**config.mk**
```make
export PLATFORM = sky130hd
export DESIGN_NAME = instruction_sequencer
export DESIGN_NICKNAME = d
export VERILOG_FILES = /design/src/rtl/instruction_sequencer.sv
export SDC_FILE = /design/constraint.sdc
export NUM_CORES = 1
export LEC_CHECK = 0
export CORE_MARGIN = 2
export CORE_UTILIZATION = 35
export CTS_CLUSTER_DIAMETER = 50
export DETAILED_ROUTE_END_ITERATION = 16
export GPL_TIMING_DRIVEN = 0
export PLACE_DENSITY = 0.76
export SETUP_SLACK_MARGIN = 0.2
export SLEW_MARGIN = 20
export SYNTH_ARGS = -nofsm -noshare
export SYNTH_HDL_FRONTEND = slang
export SYNTH_SLANG_ARGS = --single-unit
```
**constraint.sdc**
```tcl
create_clock -name Clock -period 1.9 [get_ports Clock]
set_input_delay 0.285 -clock Clock [delete_from_list [all_inputs] [get_ports Clock]]
set_output_delay 0.285 -clock Clock [all_outputs]
set_load 0.005 [all_outputs]
```
**src/rtl/instruction_sequencer.sv**
```systemverilog
// Sequencer with IDLE/RUN/HALT control. It decodes one instruction per cycle and updates the program counter.
// Define INSTR_COUNT_EN to build the saturating retired-instruction counter; otherwise InstrCount is tied to zero.
module instruction_sequencer #(
    parameter logic [7:0]  START_ADDR = 8'd0,
    parameter logic [15:0] HALT_WORD  = 16'h00FF
) (
    input  logic        Clock,
    input  logic        Reset,
    input  logic        Start,
    input  logic [15:0] IR,
    input  logic        Zero,
    input  logic        Negative,
    input  logic [7:0]  RegA,
    output logic [7:0]  Address,
    output logic [2:0]  DA,
    output logic [2:0]  AA,
    output logic [2:0]  BA,
    output logic [4:0]  FS,
    output logic        MB,
    output logic        MD,
    output logic        RW,
    output logic        MW,
    output logic        Running,
    output logic        Halted,
    output logic [15:0] InstrCount,
    output logic [1:0]  dbg_state
);

    typedef enum logic [1:0] {
        IDLE = 2'd0,
        RUN  = 2'd1,
        HALT = 2'd2
    } state_t;

    state_t      state;
    logic [6:0]  op;
    logic        is_halt;
    logic        active;
    logic [7:0]  offset;
    logic [7:0]  next_addr;

    assign dbg_state = state;

    // Decode is purely combinational from IR, gated so nothing strobes outside an executing RUN cycle.
    always_comb begin
        op        = IR[15:9];
        is_halt   = (IR == HALT_WORD);
        active    = (state == RUN) && !is_halt && !Reset;
        offset    = {{2{IR[8]}}, IR[8:6], IR[2:0]};
        next_addr = Address + 8'd1;
        DA        = 3'd0;
        AA        = 3'd0;
        BA        = 3'd0;
        FS        = 5'd0;
        MB        = 1'b0;
        MD        = 1'b0;
        RW        = 1'b0;
        MW        = 1'b0;

        if (op[6:5] == 2'b11) begin
            if (op[4])
                next_addr = RegA;
            else if (op[0] ? Negative : Zero)
                next_addr = Address + offset;
        end

        if (active) begin
            DA = IR[8:6];
            AA = IR[5:3];
            BA = IR[2:0];
            case (op[6:5])
                2'b11: FS = 5'd0;
                2'b10: begin
                    FS = op[4:0];
                    MB = 1'b1;
                    RW = 1'b1;
                end
                default: begin
                    FS = op[4:0];
                    MD = op[4];
                    MW = op[5];
                    RW = ~op[5];
                end
            endcase
        end
    end

    always_ff @(posedge Clock) begin
        if (Reset) begin
            state   <= IDLE;
            Address <= START_ADDR;
            Running <= 1'b0;
            Halted  <= 1'b0;
        end else begin
            case (state)
                IDLE: begin
                    if (Start) begin
                        state   <= RUN;
                        Address <= START_ADDR;
                        Running <= 1'b1;
                    end
                end
                RUN: begin
                    if (is_halt) begin
                        state   <= HALT;
                        Running <= 1'b0;
                        Halted  <= 1'b1;
                    end else begin
                        Address <= next_addr;
                    end
                end
                HALT: ;
                default: begin
                    state   <= IDLE;
                    Running <= 1'b0;
                    Halted  <= 1'b0;
                end
            endcase
        end
    end

`ifdef INSTR_COUNT_EN
    always_ff @(posedge Clock) begin
        if (Reset)
            InstrCount <= 16'h0000;
        else if ((state == RUN) && !is_halt && (InstrCount != 16'hFFFF))
            InstrCount <= InstrCount + 16'd1;
    end
`else
    assign InstrCount = 16'h0000;
`endif

endmodule
```
==> results.ini <==
[status]
status=complete, but fails checks
violations=setup timing

[floorplan]
die_area_um2=4427
die_y_um=66.54
start_util_pct=36.84
std_cell_rows=22
die_w_um=66.54
core-area_um2=3716
io_pins=75

[synth]
syn_area_um2=1369
synthCells=179
synthArstFlopShare_pct=0
synthFlopType=dfxtp_1
synth_warnings=0
ys_seq_area_share_pct=16.09
ys_seq_elements=11
yosysUniqueCellTypes=51
avgSynthCellArea_um2=7.647
synth_edf_count=0

[setup_path]
slowest_delay_ps=490
worstSetupPathType=input port to output port
crit_path_end_kind=output port
start_kind=input port
critPathArrivalTime_ps=1950
crit_family=simple AND/OR/NAND/NOR gates
cp_max_fo=3
slowest_stage=or4_4
crit_path_cell_trace=clkdlybuf4s15_1 -> or4_4 -> or4_4 -> buf_8 -> buf_6 -> and3_4 -> buf_6
critical_path_buf_inv_count=4
r2r_setup_slack_ps=-120
crit_required_ps=1620

[sta]
period_minus_slack_ps=2237
setup_violations=26
hold_violations=0
period_share_pct=117.7
finalMaxSlewViolations=0
tightest_slew_ps=569.5
final.setup_skew_ps=1.592
rsz0062_at_grt=yes
tns_ps=-6531
fmax_mhz=447.1
slew_headroom_pct=61.28
fin_ws_ps=-336.8

[placed_design]
port_buffers=58
gp_congestion=0.8724
pre_cts_slack_ps=-1117
dp.final_hpwl_um=3411

[global_routing]
grt_pass1_vias=1628
use_met1_pct=28.01
grt-ovfl-total=0
grtUsageMet3_pct=5.574
antenna_found_initial=0
grt_max_degree=11
grt_pass1_wl_um=7797
grt.total_usage_pct=23.13
grt.met2_usage_pct=40.25
grt_busiest_layer=met2

[cts]
clock_latency_ps=240
cts_buffers=3
cts_tree=done
htree_levels=1
root_buffer=clkbuf_8
clk_pin_slew_worst_paths_ps=50
cts_sinks=11
ctsHoldBuffers=0
cts.path.max_buffers=2

[drt]
routed_wl_um=5703
drt_iter0_drc=75
vias_per_cell=5.530
vias=1847
drc=0
postRouteAntennaNets=0
dr.pass1.iters=4
wire_per_inst_um=17.07

[final_layout]
diodes=0
syn_to_final_growth_pct=89.85
nets=325
final_layout_size_suffix_gt1_share_pct=39.16
final_common_cell=buf_4
final_cell_mix=buf_4, clkdlybuf4s50_1, buf_6

[run]
drv_cap=0

[pwr]
leakagePower_nw=1.179
powerDensity_nw_per_um2=339.1
ir_worst_vdd_uv=321.8

[worst_hold_path]
hold_class=register to register

==> per-layer routing <==
metal | share of wire [%] | vias up
li1 | - | 869
met1 | 38 | 860
met2 | 51 | 102
met3 | 7.7 | 16
met4 | 2.5 | 0
met5 | 0 | -
==> flip-flops by register name, indices dropped and copies added (netlist names) <==
signal     flops
dbg_state      1
Halted         1
Address        8
Running        1
==> final timing paths <==
kind / start / to / depth (start not counted)
max: IR[10] / BA[0] / 7
max reg2reg: Address[2] / Address[5] / 6
min: Address[6] / Address[6] / 1
min reg2reg: Address[6] / Address[6] / 1
==> stage by stage <==
stage                     area [µm²]  utilization [%]  std cells  hold WS, ps  total power [W]
after CTS                       2416            65.02        325        534.3        0.0008356
final                           2599            69.93        334        541.0        0.0008812
after global routing            2599            69.93        334        553.6        0.0009292
after global placement          2087            56.16        300        500.7        0.0005623
after floorplan                 1446                -        194        502.0        0.0004217
after detailed placement        2087            56.16        300        527.5        0.0005659
==> area by class of cell <==
type,count,area [µm²]
Buffer,22,161.4
Clock buffer,4,45.04
Fill cell,299,1117
Inverter,5,18.77
Multi-Input combinational cell,156,1265
Sequential cell,11,225.2
Tap cell,48,60.06
Timing Repair Buffer,88,823.3
==> synth_stat cells, types with 4 or more instances <==
master	instances	area share, %
buf_4	17	9.3
and2_1	5	2.3
inv_1	4	1.1
ha_1	8	7.3
clkbuf_1	4	1.1
nor3_1	9	3.3
xnor2_1	5	3.2
o21ai_0	9	3.3
nand3_1	7	2.6
nor2_1	9	2.5
nand2_1	9	2.5
nor4_1	5	2.3
dfxtp_1	11	16
and3_1	13	5.9
a21oi_1	12	4.4
==> cells by family after synthesis <==
group	share of synthesized area [%]
other cells	0.2740
simple gates	32.54
fa+ha+maj	8.775
flops	16.09
xor+xnor	4.479
mux	2.194
compound gates	23.49
buf+inv	12.16
==> power breakdown <==
group	switching [W]	internal, W
Clock	0.0000938	0.000148
Sequential	0.0000156	0.000238
Combinational	0.000184	0.000202
Total	0.000293	0.000588
==> worst register-to-register path, stage by stage, from the launching register on <==
cell and delay, ps:
dfxtp_1 380, ha_1 420, nand3_1 130, o2111ai_1 240, xor2_1 130, a22o_1 220
a311o_1 380
==> repair_timing <==
| action | 4_1_cts | 5_1_grt |
|---|---|---|
| pin swaps | 20 | 21 |
| setup buffers | 20 | 9 |
| gates cloned | 1 | 0 |
| setup endpoints to repair | 29 | 29 |
| gates resized for setup | 117 | 45 |
(Power assumes the default switching activity.)
